**config.mk**
```make
export PLATFORM = sky130hd
export DESIGN_NAME = hazard_ctrl
export DESIGN_NICKNAME = d
export VERILOG_FILES = /design/src/rtl/hazard_pkg.sv /design/src/rtl/sat_counter.sv /design/src/rtl/hazard_ctrl.sv
export SDC_FILE = /design/constraint.sdc
export NUM_CORES = 1
export LEC_CHECK = 0
export CAP_MARGIN = 40
export CORE_ASPECT_RATIO = 0.6
export CORE_MARGIN = 1.5
export CORE_UTILIZATION = 50
export DETAILED_ROUTE_END_ITERATION = 7
export PLACE_DENSITY = 0.74
export SLEW_MARGIN = 5
export SYNTH_ARGS = -nofsm -noshare
export SYNTH_HDL_FRONTEND = slang
export SYNTH_SLANG_ARGS = --single-unit
```
**constraint.sdc**
```tcl
create_clock -name clk -period 2.67 [get_ports clk]
set_input_delay 0.267 -clock clk [delete_from_list [all_inputs] [get_ports clk]]
set_output_delay 0.267 -clock clk [all_outputs]
set_load 0.005 [all_outputs]
```
**src/rtl/hazard_pkg.sv**
```systemverilog
// Shared types and helpers for the pipeline hazard/forwarding controller.
package hazard_pkg;

    localparam int SLOT_AW = 5;
    localparam int FWD_RF  = 0;

    typedef struct packed {
        logic               valid;
        logic [SLOT_AW-1:0] rd;
        logic               reg_write;
        logic               is_load;
    } slot_t;

    function automatic int fwd_w(input int mem_stages);
        return $clog2(mem_stages + 2);
    endfunction

endpackage

```
**src/rtl/sat_counter.sv**
```systemverilog
// Event counter that sticks at all-ones instead of wrapping.
module sat_counter #(
    parameter int CNT_WIDTH = 16
) (
    input  logic                 clk,
    input  logic                 rst,
    input  logic                 inc,
    output logic [CNT_WIDTH-1:0] o_count
);

    logic [CNT_WIDTH-1:0] r_count;

    always_ff @(posedge clk) begin
        if (rst) begin
            r_count <= '0;
        end else if (inc && (r_count != '1)) begin
            r_count <= r_count + CNT_WIDTH'(1);
        end
    end

    assign o_count = r_count;

endmodule

```
**src/rtl/hazard_ctrl.sv**
```systemverilog
// Hazard and forwarding controller: tracks in-flight instructions from E to W and
// produces load-use stalls, redirect flushes and E-stage forwarding selects.
module hazard_ctrl
    import hazard_pkg::*;
#(
    parameter int REG_AW     = 5,
    parameter int MEM_STAGES = 1,
    parameter int FWD_W      = fwd_w(MEM_STAGES),
    parameter int CNT_WIDTH  = 16
) (
    input  logic                 clk,
    input  logic                 rst,
    input  logic                 hold_i,
    input  logic                 dec_valid_i,
    input  logic [REG_AW-1:0]    dec_rs1_i,
    input  logic [REG_AW-1:0]    dec_rs2_i,
    input  logic                 dec_use_rs1_i,
    input  logic                 dec_use_rs2_i,
    input  logic [REG_AW-1:0]    dec_rd_i,
    input  logic                 dec_reg_write_i,
    input  logic                 dec_is_load_i,
    input  logic                 redirect_e_i,
    output logic                 stall_fd_o,
    output logic                 flush_d_o,
    output logic                 flush_e_o,
    output logic [FWD_W-1:0]     fwd_rs1_e_o,
    output logic [FWD_W-1:0]     fwd_rs2_e_o,
    output logic [CNT_WIDTH-1:0] stall_cnt_o,
    output logic [CNT_WIDTH-1:0] flush_cnt_o
);

    localparam int W_SLOT = MEM_STAGES + 1;

    // Slot 0 is E, slots 1..MEM_STAGES are the memory stages, W_SLOT is writeback.
    slot_t [W_SLOT:0]  r_slot;
    logic [REG_AW-1:0] r_e_rs1;
    logic [REG_AW-1:0] r_e_rs2;
    logic              r_e_use_rs1;
    logic              r_e_use_rs2;

    logic [FWD_W-1:0]     w_fwd_rs1;
    logic [FWD_W-1:0]     w_fwd_rs2;
    logic                 w_lu_rs1;
    logic                 w_lu_rs2;
    logic                 w_load_use;
    logic                 w_issue;
    logic                 w_stall_inc;
    logic                 w_flush_inc;
    logic [CNT_WIDTH-1:0] w_stall_cnt;
    logic [CNT_WIDTH-1:0] w_flush_cnt;

    function automatic logic slot_match(input slot_t s, input logic [REG_AW-1:0] src,
                                        input logic use_src);
        return s.valid && s.reg_write && use_src && (src != '0) && (s.rd == SLOT_AW'(src));
    endfunction

    // Scanning oldest to youngest lets the youngest match overwrite the result.
    always_comb begin
        w_fwd_rs1 = FWD_W'(FWD_RF);
        w_fwd_rs2 = FWD_W'(FWD_RF);
        for (int k = W_SLOT; k >= 1; k--) begin
            if (slot_match(r_slot[k], r_e_rs1, r_e_use_rs1)) w_fwd_rs1 = FWD_W'(k);
            if (slot_match(r_slot[k], r_e_rs2, r_e_use_rs2)) w_fwd_rs2 = FWD_W'(k);
        end
    end

    // A load at or beyond the last memory stage never stalls, so scanning through W is harmless.
    always_comb begin
        w_lu_rs1 = 1'b0;
        w_lu_rs2 = 1'b0;
        for (int k = W_SLOT; k >= 0; k--) begin
            if (slot_match(r_slot[k], dec_rs1_i, dec_use_rs1_i))
                w_lu_rs1 = r_slot[k].is_load && (k < MEM_STAGES);
            if (slot_match(r_slot[k], dec_rs2_i, dec_use_rs2_i))
                w_lu_rs2 = r_slot[k].is_load && (k < MEM_STAGES);
        end
    end

    assign w_load_use  = dec_valid_i && (w_lu_rs1 || w_lu_rs2);
    assign w_issue     = dec_valid_i && !w_load_use && !redirect_e_i;
    assign w_stall_inc = !hold_i && !redirect_e_i && w_load_use;
    assign w_flush_inc = !hold_i && redirect_e_i;

    always_ff @(posedge clk) begin
        if (rst) begin
            r_slot      <= '0;
            r_e_use_rs1 <= 1'b0;
            r_e_use_rs2 <= 1'b0;
        end else if (!hold_i) begin
            for (int k = W_SLOT; k >= 1; k--) begin
                r_slot[k] <= r_slot[k-1];
            end
            if (w_issue) begin
                r_slot[0]   <= '{valid: 1'b1, rd: SLOT_AW'(dec_rd_i),
                                 reg_write: dec_reg_write_i, is_load: dec_is_load_i};
                r_e_use_rs1 <= dec_use_rs1_i;
                r_e_use_rs2 <= dec_use_rs2_i;
            end else begin
                r_slot[0]   <= '0;
                r_e_use_rs1 <= 1'b0;
                r_e_use_rs2 <= 1'b0;
            end
        end
    end

    // Source addresses are only meaningful alongside their use flags, so they skip reset.
    always_ff @(posedge clk) begin
        if (!hold_i) begin
            r_e_rs1 <= dec_rs1_i;
            r_e_rs2 <= dec_rs2_i;
        end
    end

    sat_counter #(.CNT_WIDTH(CNT_WIDTH)) u_stall_cnt (
        .clk     (clk),
        .rst     (rst),
        .inc     (w_stall_inc),
        .o_count (w_stall_cnt)
    );

    sat_counter #(.CNT_WIDTH(CNT_WIDTH)) u_flush_cnt (
        .clk     (clk),
        .rst     (rst),
        .inc     (w_flush_inc),
        .o_count (w_flush_cnt)
    );

    always_comb begin
        stall_fd_o  = 1'b0;
        flush_d_o   = 1'b0;
        flush_e_o   = 1'b0;
        fwd_rs1_e_o = '0;
        fwd_rs2_e_o = '0;
        stall_cnt_o = '0;
        flush_cnt_o = '0;
        if (!rst) begin
            fwd_rs1_e_o = w_fwd_rs1;
            fwd_rs2_e_o = w_fwd_rs2;
            stall_cnt_o = w_stall_cnt;
            flush_cnt_o = w_flush_cnt;
            if (hold_i) begin
                stall_fd_o = 1'b1;
            end else if (redirect_e_i) begin
                flush_d_o = 1'b1;
                flush_e_o = 1'b1;
            end else if (w_load_use) begin
                stall_fd_o = 1'b1;
                flush_e_o  = 1'b1;
            end
        end
    end

endmodule

```
==> run summary <==
outcome: complete, no violations
nets@finish: 464
root buffer cell: clkbuf_8
H-Tree Depth: 3
GR Layer Usage met2: 0.329
vias per inst: 5.61
Port Buffers: 62
highest-count cells in the layout ignoring fill and taps: clkdlybuf4s50_1 (57), nor2_1 (54), dfxtp_1 (52), nor2b_1 (32), xnor2_1 (24)
final worst path period need: 2.56 ns
CP max-delay cell: or4_1
Worst Skew: 0.00930 ns
final instance area: 0.00438 sq mm
IO Count: 63
post-route ant nets: 0
Hold Crit Depth: 2
Final Hold Viols: 0
vias in the first global route: 2603
Worst-Skew Late Latency: 0.35 ns
Hold Path Class: input port to register
Max Fclk: 0.391 GHz
Critical Path Most Common Cell: or4_1
# clock sinks: 66
maxcap violations: 0
fillers: 507
most common cell after layout, fill and taps aside: clkdlybuf4s50_1
Pins Over Slew Limit: 0
Yosys cell types: 42
WP data required: 2.40 ns
first-pass GRT wire length: 12900 microns
crit start category: register
Tcrit/Tclk final: 0.959
core area: 0.00630 sq mm
Synth Warn #: 0
worst reg2reg path depth: 7
worst-margin pin slew: 0.501 ns
Leakage: 1.60 nW
CTS Buf Count: 9
total power: 2.16 mW
Cells after DPL: 508
GR peak layer: met1
clk slew on worst S/H paths: 0.07 ns
DP HPWL: 5860 microns
largest net degree at the start of global routing: 40
CP Capture Type: output port
Die Span Y: 66.5 microns
TNS Setup: 0 ns
Max clock buf depth: 2
synthesized area: 0.00336 sq mm
global route overflow: 0
GR Layer Usage met3: 0.0773
Initial Util: 0.533
number of DRC markers in iteration 0: 216
Syn Area/Cell: 9.08 sq um
Rel. slew slack: 0.658
Final setup viols: 0
Reg2Reg Setup Slack: 0.34 ns
M1 GR Usage: 0.355
worst endpoint data arrival time: 2.29 ns
Total GRT Usage: 0.239
Routed WL: 8090 microns
ANT cells: 0
IR drop worst, VDD: 0.268 mV
row cnt: 22
die width: 109 microns
crit-path cells: or4_1 -> o21ai_2 -> or4_1 -> and4_1 -> clkdlybuf4s50_1
Post-DP Area: 0.00408 sq mm
gp weighted congestion: 0.925
die area: 0.00724 sq mm
routed len/inst: 15.4 microns
synthesis-stage register bit count: 66
Cells after Synth: 370
via count: 2957
CTS tree: yes
initial antenna violation count: 0
drc violations: 0
Cell Count, Final, Fillers Out: 527
DRT Pass-1 Iters: 5
final core utilization: 0.694
Net Count, Synth: 396
cell area power density: 494 mW/mm^2
largest stage delay on the critical path: 0.56 ns
crit path kind: register to output port
layout cells sized above 1: 0.106
unrepaired setup endpoints after global routing: true
synth-to-layout area growth: 30.2%
sequential area share after synthesis: 0.423
largest fanout on the critical path: 3
==> layer usage <==
layer / wire [microns] / vias up
met1: 4150 / 1372
li1: - / 1465
met4: 53 / 0
met5: 0 / -
met3: 626 / 6
met2: 3260 / 114
==> registers in the layout, summed over array words and instances (netlist names) <==
| name | flops |
|---|---|
| r_e_rs1 | 5 |
| r_e_rs2 | 5 |
| r_e_use_rs1 | 1 |
| r_e_use_rs2 | 1 |
| r_slot | 22 |
| u_flush_cnt.o_count | 16 |
| u_stall_cnt.o_count | 16 |
==> cell usage after synthesis (all sizes together) <==
cell type,n,area share
or4,10,0.023
ha,2,0.0074
a41oi,1,0.0026
and2,2,0.0045
nand4,16,0.030
nor4,5,0.011
dfxtp,56,0.33
nand4b,1,0.0026
edfxtp,10,0.089
o311a,1,0.0030
nand3b,1,0.0022
clkbuf,11,0.012
mux2,9,0.030
nor3,10,0.015
a32oi,9,0.023
o311ai,1,0.0026
nor4b,1,0.0026
mux2i,15,0.045
a211oi,1,0.0022
nand2,18,0.020
and4,6,0.016
inv,5,0.0056
xnor2,24,0.063
a21o,1,0.0022
o31ai,3,0.0067
nand3,12,0.018
o21ai,6,0.0089
nor2,54,0.060
nor2b,32,0.060
xor2,19,0.050
a21oi,10,0.015
or3,3,0.0056
a2111oi,2,0.0052
and3,5,0.0093
buf,7,0.011
or3b,1,0.0026
==> cell type report <==
class	count	area, sq um	share of cell area
tap	84	105	0.0240
inverter	5	18.8	0.00429
clock inverter	3	42.5	0.00972
sequential	66	1440	0.328
multi-input combinational	281	1870	0.428
timing repair buffer	75	712	0.163
clock buffer	13	190	0.0435
==> kinds of logic (layout without fill, tap and decap cells) <==
kind of cell,after synthesis,count (layout),share of synthesized area
mux,24,24,0.0748
compound gates,35,35,0.0719
xor+xnor,43,43,0.112
fa+ha+maj,2,2,0.00744
buf+inv,23,96,0.0287
simple gates,177,177,0.282
flops,66,66,0.423
==> power breakdown <==
| group | total [mW] | internal [mW] | switching, mW |
|---|---|---|---|
| sequential | 1.05 | 1.03 | 0.0268 |
| combinational | 0.159 | 0.0802 | 0.0783 |
| clock | 0.951 | 0.563 | 0.388 |
==> final timing paths <==
| path | from | endpoint |
|---|---|---|
| setup reg to reg | r_slot[2] | u_stall_cnt.o_count[0] |
| setup / recovery | r_e_rs2[0] | fwd_rs2_e_o[1] |
| hold reg to reg | r_slot[7] | r_slot[7] |
| hold / removal | rst | r_slot[18] |
==> per-stage QoR <==
stage,hold WS (ns),setup slack [ns]
after floorplan,0.366,0.479
after global placement,0.456,-0.0238
after detailed placement,0.468,-0.124
after CTS,0.313,0.000462
after global routing,0.331,-0.0226
final,0.317,0.110
==> timing repair <==
action | CTS | global route
pin swaps | 0 | 1
endpoints found under the setup margin | 3 | 2
hold buffers | 0 | 0
resized for setup | 16 | 4
buffers inserted | 3 | 0
==> critical path, delay by kind of cell (launching register included) <==
family / cells / cell delay [ns]
and+or+nand+nor: 3 / 0.86
buffers and inverters: 1 / 0.49
DFF: 1 / 0.45
AOI/OAI and AO/OA: 1 / 0.15
No activity file was read; power rests on OpenSTA's default activity.
